[config.mk]
export PLATFORM = sky130hd
export DESIGN_NAME = alu_seq
export DESIGN_NICKNAME = d
export VERILOG_FILES = /design/src/rtl/alu_pkg.sv /design/src/rtl/alu_muldiv_iter.sv /design/src/rtl/alu_seq.sv
export SDC_FILE = /design/constraint.sdc
export NUM_CORES = 1
export LEC_CHECK = 0
export ABC_CLOCK_PERIOD_IN_PS = 8800
export BUFFER_PORTS_ARGS = -buffer_cell sky130_fd_sc_hd__buf_2
export CAP_MARGIN = 20
export CORE_MARGIN = 8
export CORE_UTILIZATION = 68
export CTS_BUF_LIST = sky130_fd_sc_hd__clkbuf_8
export DETAILED_ROUTE_END_ITERATION = 12
export GPL_ROUTABILITY_DRIVEN = 0
export GPL_TIMING_DRIVEN = 0
export PLACE_DENSITY = 0.89
export SLEW_MARGIN = 20
export SYNTH_ARGS = -nofsm -noshare
export SYNTH_HDL_FRONTEND = slang
export SYNTH_HIERARCHICAL = 1
export SYNTH_SLANG_ARGS = --single-unit
[constraint.sdc]
create_clock -name clk -period 8.8 [get_ports clk]
set_clock_uncertainty 0.2 [all_clocks]
set_input_delay 1.32 -clock clk [delete_from_list [all_inputs] [get_ports clk]]
set_output_delay 1.32 -clock clk [all_outputs]
set_load 0.01 [all_outputs]
[src/rtl/alu_pkg.sv]
// Opcode, FSM state and flag encodings shared by alu_seq and its iterative unit.
// Build option: define ALU_SEQ_DIV_EN to make opcode 100 an iterative divider.
package alu_pkg;

    localparam int unsigned OP_W = 3;

    typedef enum logic [OP_W-1:0] {
        OP_ADD = 3'b000,
        OP_MUL = 3'b001,
        OP_AND = 3'b010,
        OP_OR  = 3'b011,
        OP_DIV = 3'b100,
        OP_GT  = 3'b101,
        OP_LT  = 3'b110,
        OP_SHL = 3'b111
    } alu_op_e;

    typedef enum logic [1:0] {
        ST_IDLE = 2'b00,
        ST_BUSY = 2'b01,
        ST_DONE = 2'b10
    } state_e;

    typedef struct packed {
        logic z;
        logic a_gt;
        logic b_gt;
    } cmp_flags_t;

    // Opcodes that go through the bit-serial unit instead of the one-cycle path.
    function automatic logic op_is_iter(input alu_op_e op);
`ifdef ALU_SEQ_DIV_EN
        return (op == OP_MUL) || (op == OP_DIV);
`else
        return op == OP_MUL;
`endif
    endfunction

endpackage

[src/rtl/alu_muldiv_iter.sv]
// Bit-serial unit: shift-add multiplier and (with ALU_SEQ_DIV_EN) restoring divider,
// one bit per cycle for WIDTH cycles; done_c/result_c are valid in the last step's cycle.
module alu_muldiv_iter
    import alu_pkg::*;
#(
    parameter int unsigned WIDTH = 16
) (
    input  logic             clk,
    input  logic             rst,
    input  logic             start,
`ifdef ALU_SEQ_DIV_EN
    input  logic             is_div,
`endif
    input  logic [WIDTH-1:0] a,
    input  logic [WIDTH-1:0] b,
    output logic             done_c,
    output logic [WIDTH-1:0] result_c
);

    localparam int unsigned CNT_W = $clog2(WIDTH + 1);

    logic             busy_q;
    logic [CNT_W-1:0] cnt_q;
    // acc: product accumulator / partial remainder; x: multiplicand / quotient; y: multiplier / divisor
    logic [WIDTH-1:0] acc_q, x_q, y_q;
    logic [WIDTH-1:0] acc_d, x_d, y_d;

`ifdef ALU_SEQ_DIV_EN
    logic             div_q;
    logic [WIDTH:0]   rem_sh_c;
    logic             ge_c;

    assign rem_sh_c = {acc_q, x_q[WIDTH-1]};
    assign ge_c     = rem_sh_c >= {1'b0, y_q};
`endif

    assign done_c = busy_q && (cnt_q == CNT_W'(WIDTH - 1));

    // One iteration of the selected algorithm
    always_comb begin
        acc_d = acc_q + (y_q[0] ? x_q : '0);
        x_d   = x_q << 1;
        y_d   = y_q >> 1;
`ifdef ALU_SEQ_DIV_EN
        if (div_q) begin
            acc_d = ge_c ? WIDTH'(rem_sh_c - {1'b0, y_q}) : rem_sh_c[WIDTH-1:0];
            x_d   = {x_q[WIDTH-2:0], ge_c};
            y_d   = y_q;
        end
        result_c = div_q ? x_d : acc_d;
`else
        result_c = acc_d;
`endif
    end

    always_ff @(posedge clk or posedge rst) begin
        if (rst) begin
            busy_q <= 1'b0;
            cnt_q  <= '0;
            acc_q  <= '0;
            x_q    <= '0;
            y_q    <= '0;
`ifdef ALU_SEQ_DIV_EN
            div_q  <= 1'b0;
`endif
        end else if (start) begin
            busy_q <= 1'b1;
            cnt_q  <= '0;
            acc_q  <= '0;
            x_q    <= a;
            y_q    <= b;
`ifdef ALU_SEQ_DIV_EN
            div_q  <= is_div;
`endif
        end else if (busy_q) begin
            acc_q <= acc_d;
            x_q   <= x_d;
            y_q   <= y_d;
            cnt_q <= cnt_q + CNT_W'(1);
            if (done_c) begin
                busy_q <= 1'b0;
            end
        end
    end

endmodule

[src/rtl/alu_seq.sv]
// Sequential ALU with valid/ready handshakes: one-cycle ops plus bit-serial mul/div.
// Build option: ALU_SEQ_DIV_EN selects the iterative divider for opcode 100 (else A>>1).
module alu_seq
    import alu_pkg::*;
#(
    parameter int unsigned WIDTH = 16
) (
    input  logic             clk,
    input  logic             rst,
    input  logic             in_valid,
    output logic             in_ready,
    input  logic [WIDTH-1:0] d_in_1,
    input  logic [WIDTH-1:0] d_in_2,
    input  logic [2:0]       alu_op,
    output logic             out_valid,
    input  logic             out_ready,
    output logic [WIDTH-1:0] d_out,
    output logic             z_flag,
    output logic             a_grt_b,
    output logic             b_grt_a,
    output logic             div_err
);

    state_e           state_q, state_d;
    alu_op_e          op_c;
    logic             iter_c, div_zero_c;
    logic             accept_c, start_c, load_single_c, load_iter_c;
    logic             iter_done_c;
    logic [WIDTH-1:0] single_res_c, iter_res_c;
    cmp_flags_t       flags_q;

    assign op_c = alu_op_e'(alu_op);

`ifdef ALU_SEQ_DIV_EN
    assign div_zero_c = (op_c == OP_DIV) && (d_in_2 == '0);
`else
    assign div_zero_c = 1'b0;
`endif

    // Divide by zero is resolved on the one-cycle path
    assign iter_c = op_is_iter(op_c) && !div_zero_c;

    alu_muldiv_iter #(
        .WIDTH    (WIDTH)
    ) u_muldiv (
        .clk      (clk),
        .rst      (rst),
        .start    (start_c),
`ifdef ALU_SEQ_DIV_EN
        .is_div   (op_c == OP_DIV),
`endif
        .a        (d_in_1),
        .b        (d_in_2),
        .done_c   (iter_done_c),
        .result_c (iter_res_c)
    );

    always_ff @(posedge clk or posedge rst) begin
        if (rst) begin
            state_q <= ST_IDLE;
        end else begin
            state_q <= state_d;
        end
    end

    always_comb begin
        state_d = state_q;
        case (state_q)
            ST_IDLE: if (in_valid)    state_d = iter_c ? ST_BUSY : ST_DONE;
            ST_BUSY: if (iter_done_c) state_d = ST_DONE;
            ST_DONE: if (out_ready)   state_d = ST_IDLE;
            default:                  state_d = ST_IDLE;
        endcase
    end

    always_comb begin
        accept_c      = 1'b0;
        start_c       = 1'b0;
        load_single_c = 1'b0;
        load_iter_c   = 1'b0;
        case (state_q)
            ST_IDLE: begin
                accept_c      = in_valid;
                start_c       = in_valid && iter_c;
                load_single_c = in_valid && !iter_c;
            end
            ST_BUSY: load_iter_c = iter_done_c;
            default: ;
        endcase
    end

    // One-cycle datapath, evaluated on the operands being accepted
    always_comb begin
        single_res_c = '0;
        case (op_c)
            OP_ADD:  single_res_c = d_in_1 + d_in_2;
            OP_AND:  single_res_c = d_in_1 & d_in_2;
            OP_OR:   single_res_c = d_in_1 | d_in_2;
`ifdef ALU_SEQ_DIV_EN
            OP_DIV:  single_res_c = '1;
`else
            OP_DIV:  single_res_c = d_in_1 >> 1;
`endif
            OP_GT:   single_res_c = WIDTH'(d_in_1 > d_in_2);
            OP_LT:   single_res_c = WIDTH'(d_in_1 < d_in_2);
            OP_SHL:  single_res_c = (d_in_2 >= WIDTH'(WIDTH)) ? '0 : (d_in_1 << d_in_2);
            default: single_res_c = '0;
        endcase
    end

    // Output registers; result and flags hold until the next load
    always_ff @(posedge clk or posedge rst) begin
        if (rst) begin
            in_ready  <= 1'b1;
            out_valid <= 1'b0;
            d_out     <= '0;
            flags_q   <= '0;
            div_err   <= 1'b0;
        end else begin
            in_ready  <= (state_d == ST_IDLE);
            out_valid <= (state_d == ST_DONE);
            if (accept_c) begin
                flags_q.z    <= (d_in_1 == d_in_2);
                flags_q.a_gt <= (d_in_1 > d_in_2);
                flags_q.b_gt <= (d_in_1 < d_in_2);
            end
            if (load_single_c) begin
                d_out   <= single_res_c;
                div_err <= div_zero_c;
            end else if (load_iter_c) begin
                d_out   <= iter_res_c;
                div_err <= 1'b0;
            end
        end
    end

    assign z_flag  = flags_q.z;
    assign a_grt_b = flags_q.a_gt;
    assign b_grt_a = flags_q.b_gt;

endmodule

Word level (Yosys, flattened, before mapping)
Index checks and enable logic that the tools add are counted.
W data, S select, Z words.
Word-level totals
  register bits: 78
  input port bits: 39
  output and inout port bits: 22
  word-level logic and storage cells: 70
Operators by class
  shift operators: 1
  reductions and logical operators: 9
  magnitude comparators: 3
  $add $sub $neg: 3
  multiplexer cells: 27
  bitwise operators: 2
  equality and inequality tests: 12
Operators by type and width (count)
  $mux W16: 10
  $pmux W16 S7: 1
  $add A16 B16 Y16: 2
  $and A16 B16 Y16: 1
  $eq A16 B16 Y1: 1
  $ge A16 B5 Y1 const B: 1
  $gt A16 B16 Y1: 1
  $lt A16 B16 Y1: 1
  $or A16 B16 Y16: 1
  $shl A16 B16 Y16: 1
  $eq A3 B3 Y1 const B: 4
  $mux W5: 2
  $mux W1: 9
  $mux W2: 4
  $eq A3 B2 Y1 const B: 2
  $pmux W2 S3: 1
  $add A5 B1 Y5 const B: 1
  $eq A5 B4 Y1 const B: 1
  $eq A2 B2 Y1 const B: 2
  $logic_not A2 Y1: 2
  $reduce_bool A2 Y1: 2
  $eq A3 B1 Y1 const B: 1
  $logic_and A1 B1 Y1: 3
  $logic_not A3 Y1: 1
  other kinds (2): 2

Longest topological paths before layout
  word-level depth: 5
  depth in mapped cells: 13
  depth with buffers taken out: 11

Modules after synthesis
The synthesis kept the hierarchy.
Modules (own cells, without submodules)
  alu_seq: area an instance 3823.7 µm², seq. area each 576.8 µm², instances 1, cells each 472
  alu_muldiv_iter: area an instance 3353.2 µm², seq. area each 1351.3 µm², instances 1, cells each 361

Least setup slack after synthesis
Ideal clock, no wire load.
  path kind: input to register
  from: input port d_in_2[3]
  to: register d_out[15]
  slack: 5.516 ns
  arrival time: 2.999 ns
  buffers on the path: 1
  cell stages on the path: 8
  data required time: 8.514 ns
  library setup time: 0.086 ns
  path through: buf_2 > inv_2 > ha_1 > and4_1 > nor2_1 > a21oi_2 > or4b_1 > a32oi_1
Between the ends
  longest elaborated chain between the ends: 4
  elaborated cells on any way between the ends: 6
  those cells by class: add/sub (1); order compare (1); shift (1); mux (3)
Ends and longest elaborated chain
  start, declared: line alu_seq.sv:13  | input logic [WIDTH-1:0] d_in_2,
  $ge A16 B5 Y1 or $shl A16 B16 Y16 (tied branches): line alu_seq.sv:106  | OP_SHL: single_res_c = (d_in_2 >= WIDTH'(WIDTH)) ? '0 : (d_in_1 << d_in_2);
  $mux W16: line alu_seq.sv:106
  $pmux W16 S7 (*): line alu_seq.sv:95  | case (op_c)
  $mux W16 (*): line alu_seq.sv:127  | if (load_single_c) begin
  end signal, assigned: line alu_seq.sv:128  | d_out <= single_res_c;
  end signal, assigned: line alu_seq.sv:131  | d_out <= iter_res_c;
  end, declared: line alu_seq.sv:17  | output logic [WIDTH-1:0] d_out,
Every way passes the cells marked *; elsewhere a longest branch is shown, timed or not.
A chain may end at the register's enable or synchronous reset.

Final worst setup path
  from: input port alu_op[0]
  to: register u_muldiv.x_q[11]
Between the ends
  longest elaborated chain between the ends: 4
  elaborated cells on any way between the ends: 5
  those cells by class: eq/ne (1); mux (2); reduce/logical (2)
Ends and longest elaborated chain
  start, declared: line alu_seq.sv:14  | input logic [2:0] alu_op,
  $eq A3 B1 Y1 (*): line alu_pkg.sv:35  | return op == OP_MUL;
  $logic_and A1 B1 Y1 (*): line alu_seq.sv:84  | start_c = in_valid && iter_c;
  $mux W1 (*): line alu_seq.sv:81  | case (state_q)
  named net start_c: line alu_seq.sv:27  | logic accept_c, start_c, load_single_c, load_iter_c;
  $mux W16 or $reduce_bool A2 Y1 (tied branches)
  end signal, assigned: line alu_muldiv_iter.sv:61  | x_q <= '0;
  end signal, assigned: line alu_muldiv_iter.sv:70  | x_q <= a;
  end signal, assigned: line alu_muldiv_iter.sv:77  | x_q <= x_d;
  end, declared: line alu_muldiv_iter.sv:25  | logic [WIDTH-1:0] acc_q, x_q, y_q;
The timed path passes the listed nets; every way through them passes the cells marked *.

==> impl_metrics.json <==
{
  "status": "finished, final reports clean",
  "synth-edff-count": 0,
  "syn_inst": 833,
  "max_slew_margin_pct": 22.63,
  "final_nets": 1008,
  "crit_family": "buffers and inverters",
  "clk_latency_ps": 380,
  "place_hpwl_mm": 17.46,
  "ant_nets": 0,
  "cts_hold_buf": 0,
  "wl_per_cell_um": 21.97,
  "start_util_pct": 69.83,
  "cts-resized-gates": 0,
  "drcViolationCount": 0,
  "pwr-share-seq_pct": 33.4,
  "fin_crit_ps": 4169,
  "crit_type": "input pin to flop",
  "grt_pass1_vias": 7164,
  "num-fill-cells": 753,
  "die_h_um": 118.7,
  "yosys_warnings": 6,
  "required_ps": 8870,
  "cpMostUsedCell": "clkbuf_1",
  "diodes": 0,
  "yosysTopAreaCell": "dfrtp_1",
  "grt_pass1_wl_mm": 36.79,
  "core_region_area_um2": 10280,
  "drt-total-wl_mm": 22.91,
  "cts_root_buf": "clkbuf_8",
  "irDropWorstVdd_mv": 0.1336,
  "synth_most_common_cell": "nand2_1",
  "synth-seq-cells": 77,
  "powerDensity_nw_per_um2": 232.0,
  "cts_tree": "done",
  "final_max_slew_viol_count": 0,
  "p_int_uw": 987.0,
  "arrival_ps": 4240,
  "ys_types": 91,
  "synth_top_cell_area_share_pct": 26.50,
  "ys.flop_type": "dfrtp_1",
  "synth.area.top_cells": "dfrtp_1, ha_1, mux2i_1",
  "grt_max_degree": 37,
  "post_cts_buffers": 0,
  "portBuffers": 57,
  "rows": 37,
  "p_sw_share_pct": 45.61,
  "max_clock_freq_ghz": 0.2399,
  "tns_ps": 0,
  "maxCapViolCount": 0,
  "cts_buffers": 9,
  "drt-pass1-iter-count": 8,
  "drive_above_1_share_pct": 14.44,
  "rsz0062_at_grt": "no",
  "cp_max_fo": 10,
  "hp-class": "flop to flop",
  "worst_slew_pin_slew_ps": 1150,
  "crit_buf_inv": 6,
  "pwr-share-clk_pct": 13.8,
  "routed_via_density": 6.947,
  "max_stage_delay_ps": 490,
  "synthTopCellsByCount": "nand2_1, dfrtp_1, o21ai_0",
  "ios": 61,
  "cp-start-kind": "input pin",
  "clk_pin_slew_ps": 110,
  "cts_buffer_depth": 2,
  "multi_input_area_um2": 4796,
  "finalHoldViolCount": 0,
  "switchingPower_uw": 827.8,
  "netlist_area_um2": 7177,
  "slowest_stage": "buf_1",
  "finalSetupViolCount": 0,
  "dieArea_um2": 14100,
  "clock-sinks": 77,
  "grt_use_total_pct": 32.18,
  "syn_nets": 939,
  "finalCritPeriodShare_pct": 47.37,
  "seq_area_um2": 1928,
  "p_leak_nw": 3.699,
  "syn2layout_area_growth_pct": 8.978,
  "die_x_um": 118.7,
  "antenna_found_initial": 1,
  "whs_ps": 297.2,
  "ctsHtreeMaxLevel": 3,
  "syn_area_per_cell_um2": 8.616,
  "yosysSeqAreaShare_pct": 26.87,
  "vias": 7246,
  "endpoint_kind": "flop",
  "gr-total-overflow": 0,
  "crit_chain": "buf_2 > buf_1 > clkbuf_1 > nand2_1 > nor2_1 > clkbuf_1 > clkbuf_1 > clkbuf_1 > nand2_1 > o21ai_0",
  "p_comb_share_pct": 52.8,
  "drt_iter0_drc": 1543,
  "async_flop_share_pct": 100.0
}
## worst reg2reg max path, stage by stage, from the launching register on
cell      delay [ps]
dfrtp_1          500
clkbuf_1         360
and2_1           220
ha_1             230
clkbuf_1         210
a21oi_1          430
o21ai_0          260
or2_2            360
xor2_1           230
mux2i_1          160
nand2_2          120
or4b_1           460
nand3_1          140
## per-stage QoR
stage / power, mW / util [%] / setup slack, ps / cell area (µm²) / std cells
finish: 1.815 / 76.10 / 4631 / 7821 / 1043
global route: 1.921 / 76.10 / 4517 / 7821 / 1043
CTS: 1.778 / 76.10 / 4845 / 7821 / 1043
detailed placement: 1.532 / 74.46 / 4483 / 7652 / 1027
global placement: 1.478 / 74.26 / 4511 / 7632 / 1026
floorplan: 1.243 / - / 5516 / 7177 / 833
## worst paths after layout
path / to / depth (start not counted) / startpoint / slack [ps]
max in group asynchronous: d_out[1]$_DFFE_PP0P_ / 2 / rst / 6890
max: u_muldiv/x_q[11]$_DFFE_PP0P_ / 10 / alu_op[0] / 4630
max reg2reg: d_out[11]$_DFFE_PP0P_ / 12 / u_muldiv/y_q[0]$_DFFE_PP0P_ / 4870
min in group asynchronous: u_muldiv/x_q[14]$_DFFE_PP0P_ / 2 / rst / 770
min reg2reg: b_grt_a$_DFFE_PP0P_ / 2 / b_grt_a$_DFFE_PP0P_ / 300
min: b_grt_a$_DFFE_PP0P_ / 2 / b_grt_a$_DFFE_PP0P_ / 300
## placed cells by master (no fill, tap or decap), types with 4 or more instances in the layout
cell       synthesis  final
nand3b_1           5      5
o21ai_0           67     67
a21oi_1           51     51
a22oi_1           13     13
o21ai_1            8      8
nand2_1           85     85
mux2i_1           62     62
buf_1              5      5
nor4_1             7      7
a21o_1             8      8
nor3b_1            4      4
a211oi_1          11     11
nor2_1            39     39
clkbuf_8           0      9
a31oi_1            9      9
o31ai_1            4      4
buf_2             11     68
xor2_1            10     10
o21bai_1           5      5
ha_1              65     65
nor2b_1           13     13
o211ai_1           6      6
inv_1             50     52
nand2b_1           9      9
nor3_1            15     15
mux4_2             8      8
o2111ai_1          4      4
dfrtp_1           76     76
clkbuf_1          30     30
xnor2_1           12     12
and2_1            18     18
nand4_1            6      6
o21a_1             6      6
nand3_1           17     17
## cells by family (layout without fill, tap and decap cells)
group	after synthesis	after routing	share of synthesized area, %
other cells	1	1	0.05225
mux	75	75	12.36
xor+xnor	22	22	2.685
flops	77	77	26.87
compound gates	238	238	22.02
simple gates	248	248	17.82
fa+ha+maj	67	67	11.89
buf+inv	105	179	6.311
## metal layers
metal | part of all wire [%] | routed length [µm] | global-route usage (%) | up-vias
li1 | - | - | - | 3156
met1 | 37 | 8464 | 38.40 | 3377
met2 | 45 | 10360 | 51.57 | 547
met3 | 11 | 2526 | 8.567 | 164
met4 | 6.8 | 1548 | 18.58 | 2
met5 | 0.057 | 13 | 0 | -
## power groups by stage
| stage | clock [mW] | sequential (mW) | combinational [mW] |
|---|---|---|---|
| 2_1_floorplan | 0 | 0.602 | 0.642 |
| 3_3_place_gp | 0 | 0.598 | 0.880 |
| 3_5_place_dp | 0 | 0.609 | 0.923 |
| 4_1_cts | 0.244 | 0.604 | 0.930 |
| 5_1_grt | 0.268 | 0.619 | 1.03 |
| 6_report | 0.250 | 0.607 | 0.958 |
## area by class of cell
class	count	share of cell area, %
clock inverters	7	0.5759
repair buffers	58	3.903
plain buffers	52	3.215
multi-input cells	651	61.32
well taps	136	2.176
flip-flops and latches	77	24.65
clock buffers	9	1.584
inverters	53	2.576
## state kept, by name, summed over array words and instances, names as in the netlist, 2 cells and up
register and cells:
state_q 2, u_muldiv/acc_q 16, u_muldiv/cnt_q 5, d_out 16, u_muldiv/y_q 16, u_muldiv/x_q 16
No activity file was read; power rests on OpenSTA's default activity.
